[src/rtl/div_unit.sv]
// Multi-cycle 32-bit radix-2 restoring divider for DIV/DIVU in the EX stage.
// Produces {remainder, quotient} for HI/LO and stalls the pipeline while busy.
module div_unit (
   input  logic        clk,
   input  logic        rst,
   input  logic        div_start,
   input  logic        div_signed,
   input  logic [31:0] div_src1,
   input  logic [31:0] div_src2,
   input  logic        div_annul,
   output logic        div_ready,
   output logic [63:0] div_result,
   output logic        stall_req,
   output logic [1:0]  fsm_state
);

   typedef enum logic [1:0] {
      IDLE = 2'd0,
      BUSY = 2'd1,
      DONE = 2'd2
   } state_t;

   state_t      state, state_nxt;
   logic [4:0]  count;
   logic [31:0] rem, quo, dvs;
   logic        quo_neg, rem_neg;

   logic        accept;
   logic        div_zero;
   logic [31:0] mag_a, mag_b;
   logic [32:0] shifted, diff;
   logic [31:0] rem_nxt, quo_nxt;
   logic [31:0] quo_fix, rem_fix;

   assign accept   = (state == IDLE) && div_start && !div_annul;
   assign div_zero = (div_src2 == 32'd0);

   // Magnitudes are taken as unsigned, so 0x80000000 keeps magnitude 0x80000000.
   always_comb begin
      mag_a = div_src1;
      mag_b = div_src2;
      if (div_signed && div_src1[31]) mag_a = 32'd0 - div_src1;
      if (div_signed && div_src2[31]) mag_b = 32'd0 - div_src2;
   end

   // One restoring step: shift {rem, quo}, trial-subtract the divisor.
   always_comb begin
      shifted = {rem, quo[31]};
      diff    = shifted - {1'b0, dvs};
      if (!diff[32]) begin
         rem_nxt = diff[31:0];
         quo_nxt = {quo[30:0], 1'b1};
      end else begin
         rem_nxt = shifted[31:0];
         quo_nxt = {quo[30:0], 1'b0};
      end
      quo_fix = quo_neg ? (32'd0 - quo_nxt) : quo_nxt;
      rem_fix = rem_neg ? (32'd0 - rem_nxt) : rem_nxt;
   end

   always_ff @(posedge clk) begin
      if (rst) state <= IDLE;
      else     state <= state_nxt;
   end

   always_comb begin
      state_nxt = state;
      case (state)
         IDLE:    if (accept) state_nxt = div_zero ? DONE : BUSY;
         BUSY:    if (count == 5'd31) state_nxt = DONE;
         DONE:    state_nxt = IDLE;
         default: state_nxt = IDLE;
      endcase
      if (div_annul) state_nxt = IDLE;
   end

   always_comb begin
      div_ready = (state == DONE);
      stall_req = accept || (state == BUSY);
      fsm_state = state;
   end

   // div_result is loaded on the edge into DONE so it is valid with div_ready.
   always_ff @(posedge clk) begin
      if (rst) begin
         count      <= 5'd0;
         rem        <= 32'd0;
         quo        <= 32'd0;
         dvs        <= 32'd0;
         quo_neg    <= 1'b0;
         rem_neg    <= 1'b0;
         div_result <= 64'h0;
      end else if (accept) begin
         count   <= 5'd0;
         rem     <= 32'd0;
         quo     <= mag_a;
         dvs     <= mag_b;
         quo_neg <= div_signed && (div_src1[31] ^ div_src2[31]);
         rem_neg <= div_signed && div_src1[31];
         if (div_zero) div_result <= 64'h0;
      end else if (state == BUSY) begin
         rem   <= rem_nxt;
         quo   <= quo_nxt;
         count <= count + 5'd1;
         if ((count == 5'd31) && !div_annul) div_result <= {rem_fix, quo_fix};
      end
   end

endmodule

[config.mk]
export PLATFORM = sky130hd
export DESIGN_NAME = div_unit
export DESIGN_NICKNAME = d
export VERILOG_FILES = /design/src/rtl/div_unit.sv
export SDC_FILE = /design/constraint.sdc
export NUM_CORES = 1
export LEC_CHECK = 0
export BUFFER_PORTS_ARGS = -buffer_cell sky130_fd_sc_hd__buf_2
export CAP_MARGIN = 15
export CORE_MARGIN = 1.5
export CORE_UTILIZATION = 64
export DETAILED_ROUTE_END_ITERATION = 8
export GPL_TIMING_DRIVEN = 1
export PLACE_DENSITY = 0.95
export SLEW_MARGIN = 15
export SYNTH_ARGS = -nofsm -noshare
export SYNTH_HDL_FRONTEND = slang
export SYNTH_SLANG_ARGS = --single-unit
export TNS_END_PERCENT = 30
[constraint.sdc]
create_clock -name clk -period 14 [get_ports clk]
set_input_delay 2.8 -clock clk [delete_from_list [all_inputs] [get_ports clk]]
set_output_delay 2.8 -clock clk [all_outputs]
set_load 0.01 [all_outputs]
Word level (Yosys, flattened, before mapping)
Index checks and enable logic that the tools add are counted.
Cells by class
  add/subtract/negate cells: 6
  equal/unequal tests: 6
  muxes and demuxes: 16
  bitwise logic cells: 1
  reduce and logical (&&, ||, !) cells: 16
Operator list (count)
  64-bit two-way mux: 4
  32-bit two-way mux: 7
  1-bit by 32-bit subtractor with 32-bit output, first input constant: 4
  33-bit by 32-bit subtractor with 33-bit output: 1
  32-bit zero test: 1
  1-bit logical AND: 6
  2-bit two-way mux: 3
  5-bit by 1-bit adder with 5-bit output, second input constant: 1
  5-bit equality test, second input constant: 1
  2-bit inequality test, second input constant: 2
  2-bit one-hot mux with 2 select lines: 1
  2-bit nonzero test: 2
  2-bit OR reduction: 2
  3-bit AND reduction: 1
  2-bit by 1-bit equality test with 1-bit output, second input constant: 1
  2-bit equality test, second input constant: 1
  2-bit zero test: 1
  2-bit by 1-bit inequality test with 1-bit output, second input constant: 1
  2-bit AND reduction: 1
  1-bit zero test: 1
  1-bit logical OR: 1
  1-bit two-way mux: 1
  1-bit bitwise XOR: 1
Word-level totals
  register bits after elaboration: 169
  word-level logic and storage cells: 53

Longest topological paths before layout
Gate-level depths: netlist of run 1.
  word-level depth: 7
  mapped depth: 25
  depth with buffers taken out: 22

Worst setup path before layout of run 1
Ideal clock, no wire load.
  path kind: input port to output port
  start point: in div_annul
  end point: out stall_req
  arrival: 3.547 ns
  data required time: 11.200 ns
  setup slack: 7.653 ns
  stages: 3
  buffers on the path: 0
  cells stage by stage: nor4b_1 > nor2_1 > inv_1
Between the ends
  cells in the longest elaborated chain, start to end: 3
RTL lines
  start: declaration: RTL line 10  | input logic div_annul,
  1-bit zero test: RTL line 35  | assign accept = (state == IDLE) && div_start && !div_annul;
  1-bit logical AND: RTL line 35
  1-bit logical OR: RTL line 79  | stall_req = accept || (state == BUSY);
  end: declaration: RTL line 13  | output logic stall_req,
Every way passes these cells.

Worst setup path in the final report of run 1
Ends and elaborated chain as after synthesis.

==> results, run 1 <==
- The worst setup path is of the input pin to primary output kind.
- The die is between 100 and 150 um tall.
- The count of H-tree levels built during CTS is 4.
- The post-detailed-placement half-perimeter wirelength is 25.3 mm.
- TritonCTS built the clock tree.
- For the worst-skew pair, the clock arrives at the later sink with an insertion delay of roughly 0.45 ns.
- The first global-routing pass estimated 56.2 mm of wire.
- The number of warnings printed during yosys synthesis is 0.
- The required time of the critical path is roughly 11 ns.
- The max-capacitance violation count is 0.
- The flow ran to the end, and the final reports show no timing, DRC or antenna violations.
- The critical-path maximum fanout is 68.
- In this run the critical register-to-register path is captured at div_result[60].
- Setup repair after global routing left no endpoint under its margin.
- For this design, the sink count on the clock tree is about 170.
- Across all register-to-register paths, the minimum setup slack is ~7.5 ns.
- The die is between 100 and 150 um wide.
- Entering global routing, the biggest net connects a little under 100 pins.
- The routed design has between 30 and 40 mm of wire.
- In this run the post-CTS setup repair buffer count came out at 0.
- The endpoint class of the critical path is a primary output.
- The worst slack at placement is around 7.1 ns.
- In this design, the stage delay of the slowest critical-path cell is about 0.54 ns.
- For this design the top-level I/O count stands at ~140.
- In the final timing run, aggregate negative setup slack is 0 ns.
- Yosys attributes the largest share of cell area to sky130_fd_sc_hd__dfxtp_1, sky130_fd_sc_hd__nand2_1, sky130_fd_sc_hd__nor2_1.
- On the final layout, the worst clock skew is approximately 0.013 ns.
- 0 antenna diodes ended up in the layout.
- The maximum clock path buffer count is 2.
- The via count is approximately 12000.
- Dividing the detail-routed via count by the number of cells gives roughly 6.6.
- The most used flip-flop cell after synthesis is sky130_fd_sc_hd__dfxtp_1.
- Hold repair after CTS inserted 0 buffers.
- The most common cell in the synthesized netlist is sky130_fd_sc_hd__nand2_1.
- The kind of launch point of the worst setup path is an input pin.
- The number of antenna violations at the first check in global routing is 1.
- The maximum ir drop on the vdd rail is about 0.19 mV.
- The path with the worst hold slack has its endpoint at div_result[63].
- After layout, the worst setup slack is 7.09 ns.
- The clock period minus worst slack is 6.91 ns.
- The standby leakage power is around 5.0 nW.
- The count of filler cells inserted in the layout is 1302.
- The number of global-route vias before repair was about 11000.
- The number of cells on the worst reg-to-reg path is 20.
- Counting instances in the post-synthesis netlist gives the leading cell types as sky130_fd_sc_hd__nand2_1, sky130_fd_sc_hd__nor2_1, sky130_fd_sc_hd__dfxtp_1, sky130_fd_sc_hd__a21oi_1, sky130_fd_sc_hd__o21ai_0.
- For the pin with the worst max-slew slack, the measured transition is 1.23 ns.
- The cell repeated most along the worst path is sky130_fd_sc_hd__buf_2.
- The launching point of the worst reg2reg path is quo[31].
- The number of buffers inserted by port buffering is between 100 and 150.
- Gates resized during post-CTS repair numbered 0.
- In this run, CTS created clock tree buffers numbering 17.
- Global routing consumed, over all layers together, 37.8% of the routing resources.
- The depth of the worst hold-timing path is 2.
- The area growth from synthesis to layout is 11.0%.
- A synthesized cell averages roughly 7.5 um2.
- The share of the cycle needed by the critical path after routing is 49.4%.
- The slowest cell on the critical path is sky130_fd_sc_hd__buf_4.
- Counting flops with an async set or reset pin after synthesis yields a share of 0%.
- The die covers approximately 0.019 mm2.
- The core footprint is between 0.015 and 0.02 mm2.
- The setup violation total in the final timing report is 0.
- On the critical path the largest part of the delay comes from buffers and inverters.
- In the final routed layout, each cell accounts on average for between 15 and 20 um.
- Static timing analysis puts the maximum clock frequency at between 100 and 150 MHz.
- Summed over all instances, the cell type with the most area after synthesis is sky130_fd_sc_hd__dfxtp_1.
- The number of pins exceeding their max-slew limit in the final report is 0.
- The number of nets with antenna violations after detailed routing is 0.
- The synthesized design devotes to its leading area cell type approximately 29% of total area.
- The detailed router finished its first iteration with between 1500 and 2000 violations.
- The total iterations of the first detailed-routing run is 7.
- The number of nets in the synthesized netlist is 1647.
- The power density normalized to cell area is 112 mW/mm2.
- After clock tree synthesis, the clock-pin slew on the worst setup and hold paths is roughly 0.060 ns.
- The cell chosen for the clock root is sky130_fd_sc_hd__clkbuf_16.
- The critical path goes through buf_2, nor4b_2, buf_4, nor2_1, inv_1, buf_2.
- The distinct cell type count of the synthesized netlist is 84.
- The initial utilization of the core area, before any placement, comes to about two thirds.
- The synthesized netlist cell count is roughly 1500.
- The critical path contains buffers and inverters numbering 4 combined.
- The final-stage net count is roughly 1700.
- Summing the sequential cell areas from Yosys gives roughly 30% of the chip area.
- The count of unresolved DRC violations after routing is 0.
- The final number of hold-violating endpoints is 0.
- The worst hold path belongs to the class flop to flop.
- The cell area that synthesis handed to floorplanning was approximately 0.012 mm2.
- The congestion estimate from routability-driven global placement came to between 1 and 1.5.
- The total grt overflow is 0.
- The synthesized design contains 0 enable-type register cells.
- The hold path startpoint is div_result[63].
- Counting flops and latches in the post-synthesis netlist gives roughly 170.
- Data arrives at the worst endpoint at 4.11 ns.
- In the final layout, the share of cells above drive strength 1 is 13.0%.
- The worst-case headroom to the max-slew limit is approximately 17%.
- In this run the core area contains 49 standard-cell rows.
[state kept, by name, summed over array words and instances, names as in the netlist]
name	cells
fsm_state	2
quo_neg	1
dvs	32
count	5
rem_neg	1
div_result	64
quo	32
rem	32
[metrics by stage]
step                total power (W)  cells  area (um2)  util (%)  hold slack, ns
detailed placement         0.000943   1821       12300      68.8           0.436
floorplan                  0.000839   1539       11600         -           0.432
global route                0.00150   1853       12900      72.1           0.478
finish                      0.00144   1853       12900      72.1           0.449
global placement           0.000934   1821       12300      68.8           0.432
CTS                         0.00143   1853       12900      72.1           0.452
[cells in the final DEF (no fill, tap or decap), types with 14 or more instances in the layout]
cell type,instances
sky130_fd_sc_hd__a211oi_1,53
sky130_fd_sc_hd__a21oi_1,95
sky130_fd_sc_hd__a22oi_1,32
sky130_fd_sc_hd__a311oi_1,37
sky130_fd_sc_hd__buf_2,135
sky130_fd_sc_hd__clkbuf_16,17
sky130_fd_sc_hd__dfxtp_1,169
sky130_fd_sc_hd__ha_1,38
sky130_fd_sc_hd__inv_1,51
sky130_fd_sc_hd__mux2i_1,25
sky130_fd_sc_hd__nand2_1,206
sky130_fd_sc_hd__nand3_1,16
sky130_fd_sc_hd__nor2_1,203
sky130_fd_sc_hd__nor3_1,34
sky130_fd_sc_hd__nor4_1,25
sky130_fd_sc_hd__o21ai_0,92
sky130_fd_sc_hd__o31ai_1,23
sky130_fd_sc_hd__or3_1,14
sky130_fd_sc_hd__xnor2_1,73
sky130_fd_sc_hd__xor2_1,59
[final cells by class]
| class | instances | area [um2] | share of cell area (%) |
|---|---|---|---|
| repair buffers | 147 | 766 | 5.95 |
| clock inverters | 14 | 160 | 1.24 |
| flip-flops and latches | 169 | 3380 | 26.3 |
| inverters | 52 | 195 | 1.52 |
| clock buffers | 18 | 439 | 3.41 |
| well taps | 229 | 287 | 2.23 |
| multi-input cells | 1224 | 7640 | 59.4 |
[logic make-up (layout without fill, tap and decap cells)]
group	after synthesis	in the layout	synth area share, %
AOI/OAI and AO/OA	437	437	25.6
xor gates and xnor gates	132	132	9.98
adders and majority gates	39	39	4.28
buffers and inverters	146	231	5.12
DFF	169	169	29.2
muxes	32	32	2.89
and+or+nand+nor	584	584	22.9
[where the power goes]
group	leakage [nW]	total (W)	internal (W)	switching, W
Clock	0.298	0.000485	0.000272	0.000213
Combinational	3.36	0.000435	0.000157	0.000278
Sequential	1.37	0.000520	0.000497	0.0000226
[per-layer routing]
metal  up-vias  global-route usage, %  part of all wire [%]
met4         2                   21.7                   5.8
met3       181                   9.09                   8.8
li1       5694                      -                     -
met1      5631                   46.3                    39
met5         -                      0                 0.025
met2       769                   60.5                    46
[how the worst max path moves through the flow]
stage | slack (ns) | cells after the start | startpoint | endpoint
2_1_floorplan | 7.65 | 3 | div_annul | stall_req
3_3_place_gp | 7.10 | 6 | div_annul | stall_req
3_5_place_dp | 7.10 | 6 | div_annul | stall_req
4_1_cts | 7.10 | 6 | div_annul | stall_req
5_1_grt | 6.95 | 6 | div_annul | stall_req
6_report | 7.09 | 6 | div_annul | stall_req
[worst min-delay path: stages, from the launching register on]
cell                      delay [ns]
sky130_fd_sc_hd__dfxtp_1        0.32
sky130_fd_sc_hd__nand2_1        0.04
sky130_fd_sc_hd__o21ai_0        0.05
Note: power is estimated with default switching activity, not from simulation.
==> run 2: changes to the inputs <==
- CORE_UTILIZATION: 64 -> 54
- PLACE_DENSITY: 0.95 -> 0.89
- clock period: 14 -> 6.05 ns (I/O delays scaled with it)
==> results, run 2 (same netlist as run 1, synthesis figures left out) <==
- The power density normalized to cell area is 259 mW/mm2 (+130%).
- The maximum ir drop on the vdd rail is 0.156 mV (-18%).
- The part of the power in the clock network was 33.7% (about the same).
- The total iterations of the first detailed-routing run was 7 (unchanged).
- The global-route wire length before repair is 56.3 mm (+0.17%).
- The die height is 149 um (+8.7%).
- The final-layout setup total negative slack was 0 ns (unchanged).
- The routed wirelength normalized by instance count was 18.9 um (-2.2%).
- The met2 routed wirelength is 16.4 mm (-1.3%).
- The clock period minus worst slack is ~5.4 ns.
- The library cell used most frequently in the layout, excluding fill and tap cells, is sky130_fd_sc_hd__nand2_1.
- The initial core utilization came to 55.1% (-9.8 points).
- The number of buffer and inverter stages on the critical path was 2 (-2).
- The antenna diode count came to 0 (unchanged).
- The number of pins exceeding their max-slew limit in the final report was 0 (unchanged).
- The setup violation total in the final timing report was 0 (unchanged).
- CTS placed an instance of sky130_fd_sc_hd__clkbuf_16 at the clock tree root.
- The pin count of the biggest net entering global routing is 93 (-5.1%).
- TritonCTS built the clock tree.
- The number of antenna violations at the first check in global routing is 0 (-1).
- The register clock-pin slew on the reported worst setup and hold paths came to 0.07 ns (about the same).
- The post-route worst setup slack is 0.667 ns (-6.42 ns).
- The critical path goes through ha_1, a21oi_1, o21ai_2, a22o_4, o211a_4, nor3_2, nor2_8, inv_2, nor2_1, a21oi_1, ha_1, inv_1, or4_1, nor4b_1, a41oi_1, o31a_1, a211o_1, a32o_1.
- The standby leakage power was 5.03 nW (about the same).
- The final-stage net count came to 1719 (unchanged).
- The clock insertion delay at the later pin of the skew report is 0.44 ns (about the same).
- The worst setup path is captured at a flop.
- The part of the total power dissipated in sequential elements was 35.8% (-0.3 points).
- Based on the critical path, the design can be clocked at up to 186 MHz.
- The number of core rows is 53 (+8.2%).
- The delay of the slowest critical-path stage came to 0.61 ns (+0.07 ns).
- The internal power summed over all cells came to 0.00211 W (+130%).
- The count of buffers added by post-CTS timing repair for setup is 0 (unchanged).
- The slew at the pin closest to its max-slew limit is 0.964 ns (-0.271 ns).
- The arrival time of data at the critical path endpoint is 5.72 ns (+1.61 ns).
- The top cell types in the final layout, fill and taps aside, are sky130_fd_sc_hd__nand2_1, sky130_fd_sc_hd__nor2_1, sky130_fd_sc_hd__dfxtp_1, sky130_fd_sc_hd__buf_2, sky130_fd_sc_hd__a21oi_1.
- The number of gates resized after CTS was 0 (unchanged).
- The final number of hold-violating endpoints is 0 (unchanged).
- The number of clock buffers inserted by TritonCTS is 17 (unchanged).
- The proportion of power drawn by combinational gates came to 30.5% (+0.3 points).
- The fraction of final layout cells sized beyond drive strength 1 came to 13.1% (+0.062 points).
- The switching power came to 0.00124 W (+140%).
- The critical-path maximum fanout is 17 (-75%).
- The number of DRC violations after detailed-routing iteration 0 is 1363 (-9.7%).
- The maximum clock path buffer count is 2 (unchanged).
- The required time of the critical path is 6.39 ns (-4.81 ns).
- The routed length on met3 was 3.06 mm (-2.8%).
- The kind of cell with the highest combined delay on the critical path is compound AO/OA/AOI/OAI gates.
- The TritonCTS sink count is 169 (unchanged).
- The depth of the worst hold-timing path came to 2 (unchanged).
- The per-cell via count in the routed design came to 6.38 (-3.7%).
- The overall fraction of global-route tracks in use came to 31.7% (-6.1 points).
- The number of top-level pins was 137 (unchanged).
- The number of nets with antenna violations after detailed routing is 0 (unchanged).
- The post-detailed-placement half-perimeter wirelength is 27.1 mm (+6.8%).
- The detailed-route wire length on metal 1 is 15.1 mm (+7.5%).
- The path class of the tightest hold or removal check is flop to flop.
- The total detailed-routing wirelength is 35.9 mm (+0.25%).
- The total grt overflow is 0 (unchanged).
- Among all stages on the critical path, the largest delay is contributed by sky130_fd_sc_hd__or4_1.
- From synthesis to final layout, the design area changed by 11.6%.
- More flip-flops sit in one register than any other, and that register is div_result.
- The global placer's final weighted congestion is 0.977 (-3.7%).
- The number of buffers inserted by port buffering was 136 (unchanged).
- The max-capacitance violation count was 0 (unchanged).
- Signal routing reaches up to met4.
- The cell count along the critical path is 18 (+12).
- The floorplan die width is 149 um (+8.7%).
- Setup repair after global routing left no endpoint under its margin.
- The number of buffers inserted by hold repair at cts is 0 (unchanged).
- The number of flip-flops in the largest register was 64 (unchanged).
- The count of H-tree levels built during CTS is 4 (unchanged).
- The kind of launch point of the worst setup path is a flop.
- The overall die area is 0.0223 mm2 (+18%).
- The worst-case headroom to the max-slew limit is 34.8% (+18 points).
- The via count was 12100 (-1.3%).
- The flow ran to the end, and the final reports show no timing, DRC or antenna violations.
- The core footprint came to 0.0210 mm2 (+18%).
- The critical path is of the flop to flop type.
- The share of the cycle needed by the critical path after routing is about nine tenths.
- The final clock skew is 0.0147 ns (+0.00197 ns).
- The count of unresolved DRC violations after routing is 0 (unchanged).
- The number of global-route vias before repair came to 10800 (-3.5%).
- The number of cells traversed by the worst register-to-register path is 18 (-10%).
- The worst slack at placement was 0.839 ns (-6.27 ns).
- The share of total power consumed by net switching is 37.1% (+1.5 points).
==> run 2: changes by cell type in the layout (fill, tap and decap cells not counted), sizes merged <==
| cell | change |
|---|---|
| clkinv | +2 |
| clkinvlp | +1 |
| clkbuf | -1 |
| bufinv | -1 |
| inv | -1 |
==> run 2: path summary, 6_finish.rpt <==
kind	from	endpoint	slack, ns
worst min-delay path	div_result[2]	div_result[2]	0.45
worst max-delay path	rem[10]	div_result[62]	0.67
worst max register to register	rem[10]	div_result[62]	0.67
worst min register to register	div_result[2]	div_result[2]	0.45
==> run 2: layout make-up <==
cell class / count / area, um2
clock buffer: 17 / 425
clock inverter: 15 / 180
fill: 1813 / 8090
inverter: 52 / 195
multi-input combinational: 1224 / 7640
sequential: 169 / 3380
tap: 275 / 344
timing repair buffer: 147 / 766
==> run 2: worst min-delay path: stages, from the launching register on <==
cell	delay [ns]
sky130_fd_sc_hd__dfxtp_1	0.32
sky130_fd_sc_hd__nand2_1	0.05
sky130_fd_sc_hd__o31ai_1	0.05
==> run 2: through the flow <==
stage | total power, W | util (%) | cells | cell area [um2] | hold WS [ns]
detailed placement | 0.00221 | 58.6 | 1867 | 12300 | 0.434
floorplan | 0.00194 | - | 1539 | 11600 | 0.432
global route | 0.00348 | 61.5 | 1899 | 12900 | 0.472
finish | 0.00335 | 61.5 | 1899 | 12900 | 0.451
global placement | 0.00220 | 58.6 | 1867 | 12300 | 0.432
CTS | 0.00332 | 61.5 | 1899 | 12900 | 0.450
==> run 2: power groups by stage <==
stage	logic, W	registers (W)	clock network [W]
after floorplan	0.000739	0.00120	0
after global placement	0.000982	0.00122	0
after detailed placement	0.000987	0.00122	0
after CTS	0.000993	0.00120	0.00113
after global routing	0.00110	0.00120	0.00117
final	0.00102	0.00120	0.00113
==> run 2: metal layers <==
metal | vias to the layer above | global-route usage [%]
met5 | - | 0
met2 | 677 | 50.7
met3 | 118 | 5.82
met1 | 5622 | 41.7
met4 | 0 | 14.1
li1 | 5696 | -
